==> src/rtl/seq_rotator_lr.sv <==
// Sequential rotator: rotates an N-bit operand left or right by one bit per
// clock, amt times, then pulses done_tick with the result held on y.
module seq_rotator_lr #(
  parameter int N = 8,
  parameter int M = 3
) (
  input  logic         clk,
  input  logic         reset,
  input  logic         start,
  input  logic [N-1:0] a,
  input  logic [M-1:0] amt,
  input  logic         lr,
  output logic [N-1:0] y,
  output logic         ready,
  output logic         done_tick
);

  typedef enum logic [1:0] {
    IDLE  = 2'd0,
    SHIFT = 2'd1,
    DONE  = 2'd2
  } state_t;

  localparam logic [M-1:0] CNT_ONE = M'(1);

  state_t       r_state;
  state_t       w_state_next;
  logic [N-1:0] r_y;
  logic [N-1:0] w_y_next;
  logic [M-1:0] r_count;
  logic [M-1:0] w_count_next;
  logic         r_dir;
  logic         w_dir_next;
  logic [N-1:0] w_rot_left;
  logic [N-1:0] w_rot_right;

  assign w_rot_left  = {r_y[N-2:0], r_y[N-1]};
  assign w_rot_right = {r_y[0], r_y[N-1:1]};

  // NOTE: state registers use non-blocking assignments so every flop samples
  // pre-edge values; blocking here would create order-dependent simulation.
  always_ff @(posedge clk or posedge reset) begin
    if (reset) begin
      r_state <= IDLE;
    end else begin
      r_state <= w_state_next;
    end
  end

  // NOTE: every output of this block is given a default first, so no path
  // leaves a signal unassigned and no latch is inferred.
  always_comb begin
    w_state_next = r_state;
    w_y_next     = r_y;
    w_count_next = r_count;
    w_dir_next   = r_dir;
    ready        = 1'b0;
    done_tick    = 1'b0;

    case (r_state)
      IDLE: begin
        ready = 1'b1;
        if (start) begin
          w_y_next     = a;
          w_count_next = amt;
          w_dir_next   = lr;
          w_state_next = (amt == '0) ? DONE : SHIFT;
        end
      end

      SHIFT: begin
        w_y_next     = r_dir ? w_rot_left : w_rot_right;
        w_count_next = r_count - CNT_ONE;
        if (r_count == CNT_ONE) begin
          w_state_next = DONE;
        end
      end

      DONE: begin
        done_tick    = 1'b1;
        w_state_next = IDLE;
      end

      default: begin
        w_state_next = IDLE;
      end
    endcase
  end

  // Datapath registers are reset so y reads zero while reset is asserted.
  always_ff @(posedge clk or posedge reset) begin
    if (reset) begin
      r_y     <= '0;
      r_count <= '0;
      r_dir   <= 1'b0;
    end else begin
      r_y     <= w_y_next;
      r_count <= w_count_next;
      r_dir   <= w_dir_next;
    end
  end

  assign y = r_y;

endmodule

==> config.mk <==
export PLATFORM = sky130hd
export DESIGN_NAME = seq_rotator_lr
export DESIGN_NICKNAME = d
export VERILOG_FILES = /design/src/rtl/seq_rotator_lr.sv
export SDC_FILE = /design/constraint.sdc
export NUM_CORES = 1
export LEC_CHECK = 0
export ABC_AREA = 1
export ABC_CLOCK_PERIOD_IN_PS = 1600
export CAP_MARGIN = 5
export CORE_MARGIN = 2
export CORE_UTILIZATION = 40
export CTS_CLUSTER_DIAMETER = 60
export CTS_CLUSTER_SIZE = 24
export DETAILED_ROUTE_END_ITERATION = 12
export PLACE_DENSITY_LB_ADDON = 0.25
export SETUP_SLACK_MARGIN = 0.3
export SLEW_MARGIN = 20
export SYNTH_ARGS = -nofsm -noshare
export SYNTH_HDL_FRONTEND = slang
export SYNTH_SLANG_ARGS = --single-unit
==> constraint.sdc <==
create_clock -name clk -period 1.6 [get_ports clk]
set_input_delay 0.32 -clock clk [delete_from_list [all_inputs] [get_ports clk]]
set_output_delay 0.32 -clock clk [all_outputs]
set_load 0.02 [all_outputs]
==> flow_summary.ini <==
[routing]
routed_wl_um = 2050
vias = 879
drc = 0
avgRoutedWirePerCell_um = 10.7
drt_pass1_iterations = 4
vias_per_cell = 4.58
drt_iter0_drc = 5
ant_nets = 0

[yosys]
synth_fa_ha_area_share_pct = 2.96
yosysTopAreaCell = dfrtp_1
avgSynthCellArea_um2 = 6.55
synthTopCellsByCount = nand2_1 (85), dfrtp_1 (14), inv_1 (6), o21ai_1 (3), o21ai_2 (3)
async_flop_share_pct = 100
synth_edf_count = 0
dominantRegCellSynth = dfrtp_1
synth_most_common_cell = nand2_1
synth_top_family_by_area = simple AND/OR/NAND/NOR gates
synthTopCellsByArea = dfrtp_1 (41%), nand2_1 (38%), o21ai_2 (3.1%)
synth_cell_types = 18
ys_seq_area_share_pct = 41.5
syn_area_um2 = 845
synth_compound_area_share_pct = 5.48
synthSimpleGateAreaFrac_pct = 43.4
yosysWarnings = 0
synth_xor_area_share_pct = 0
syn_nets = 146
synthCells = 129
synthDominantCellAreaShare_pct = 41.5
ys_ff_latch = 14
synth_mux_area_share_pct = 0

[grt]
grt_pass1_wl_um = 3440
grt_max_degree = 11
overflow = 0
antenna_found_initial = 0
grt_pass1_vias = 801
grtUsageTotal_pct = 18.3

[flow_run]
cap_violations = 0

[critical_path]
path_class = reg2out
end_kind = output pin
max_stage_delay_ns = 0.41
crit_path_start = r_state[1]$_DFFE_PP0P_
r2r_start = r_count[0]$_DFFE_PP0P_
worstPathMaxFanout = 3
cp.required_ns = 1.28
crit_chain = nor2_2 -> buf_6
slowest_stage = dfrtp_1
startpoint_type = flop
crit_arrival_ns = 1.00

[layout]
drive_gt1_share_pct = 21.8
syn_to_final_growth_pct = 42.5
fill_cells = 185
finalNetCount = 183
n_antenna_cell = 0
postLayoutCellArea_mm2 = 0.00120
layoutNonFillerInstCount = 192

[sta]
drv_slew = 0
max_slew_margin_pct = 78.5
finalSetupViolations = 0
fin_crit_sh_pct = 82.3
rsz0062_at_grt = true
fin_tns_setup_ns = 0
final_hold_viol_count = 0
finClkSkew_ns = 0.000758
max_freq_mhz = 759
period_minus_slack_ns = 1.32
worstMarginPinSlew_ns = 0.322

[power_and_ir_drop]
leakage_nw = 0.681
power_density_mw_per_mm2 = 2100
irDropWorstVdd_mv = 1.12

[clocking]
cts_root_buffer = clkbuf_4
clockBufferDepth = 2
insertion_delay_ns = 0.28
cts_buffers = 3
hold_buffers = 0
cts.sinks = 14
htreeDepth = 1
cts_tree = built
cts.clk_slew.worst_paths_ns = 0.09

[floorplanning]
die_area_mm2 = 0.00250
ios = 25
num_rows = 16
die_h_um = 50.0
die_w_um = 50.0
initial_core_util_pct = 42.6
core_mm2 = 0.00198

[outcome]
status = finished clean

[placement]
placed_area_mm2 = 0.00113
port_buffers = 24
post-dp-hpwl_um = 1490
gp_congestion = 0.802
placedCellCount = 182

[worst_hold_path]
hold_path_class = in2async
## routing by layer
layer	track usage, %	vias to the layer above	routed length [µm]
met5	0	-	0
met4	8.33	0	47
met3	2.73	5	76
met2	29.1	21	909
met1	24.3	388	1010
li1	-	465	-
## per-stage QoR
stage / total power [mW] / hold WS, ns / worst slack, ns / utilization (%)
after floorplan: 1.67 / 0.209 / 0.473 / -
after global placement: 2.15 / 0.467 / 0.131 / 57.3
after detailed placement: 2.20 / 0.467 / 0.133 / 57.3
after CTS: 2.42 / 0.240 / 0.272 / 59.3
after global routing: 2.77 / 0.271 / 0.238 / 60.7
final: 2.53 / 0.237 / 0.283 / 60.7
## flip-flops by register name (all words and copies together), names as in the netlist
name     count
r_state      2
y            8
r_count      3
r_dir        1
## timing repair
item	in CTS	in global routing
pin swaps	0	1
gates resized for setup	35	12
buffers inserted	0	6
hold endpoints to repair	0	0
setup endpoints to repair	10	20
## layout by cell type, fill, tap and decap left out, drive strengths merged
master	synthesis	layout
nor3	1	1
or2	1	1
ha	2	2
nand3	2	2
nand2	86	86
nor2	3	3
o21ai	6	6
dfrtp	14	14
a21oi	1	1
buf	3	19
clkbuf	0	4
nand4	1	1
inv	8	9
clkdlybuf4s50	0	14
clkdlybuf4s15	0	2
## kinds of logic (layout without fill, tap and decap cells)
kind of cell               after synthesis  in the layout
and+or+nand+nor                         94             94
DFF                                     14             14
buffers and inverters                   12             48
AOI/OAI and AO/OA                        7              7
adders and majority gates                2              2
## where the power goes
group	switching, mW	total, mW	internal [mW]
clock	0.119	0.258	0.139
combinational	0.914	1.56	0.649
sequential	0.176	0.706	0.530
total	1.21	2.53	1.32
## final timing paths
kind | endpoint | slack (ns) | cells past startpoint
max in group asynchronous | r_dir$_DFFE_PP0P_ | 0.98 | 3
max | ready | 0.28 | 2
max reg2reg | r_count[2]$_DFFE_PP0P_ | 0.40 | 5
min in group clk | r_count[1]$_DFFE_PP0P_ | 0.49 | 2
min reg2reg | r_count[1]$_DFFE_PP0P_ | 0.49 | 2
min | r_count[0]$_DFFE_PP0P_ | 0.24 | 2
## critical path: cells and delay by family (launching register included)
family	cells	cell delay [ns]
flip-flops	1	0.41
AND/OR/NAND/NOR	1	0.17
buffers and inverters	1	0.14
## layout make-up
class                   count  area, µm²  share of cell area, %
inverters                   9       36.3                   3.01
clock buffers               4       36.3                   3.01
multi-input cells         103        445                   37.0
flip-flops and latches     14        350                   29.1
repair buffers             35        302                   25.1
well taps                  27       33.8                   2.81
No activity file was read; power rests on OpenSTA's default activity.
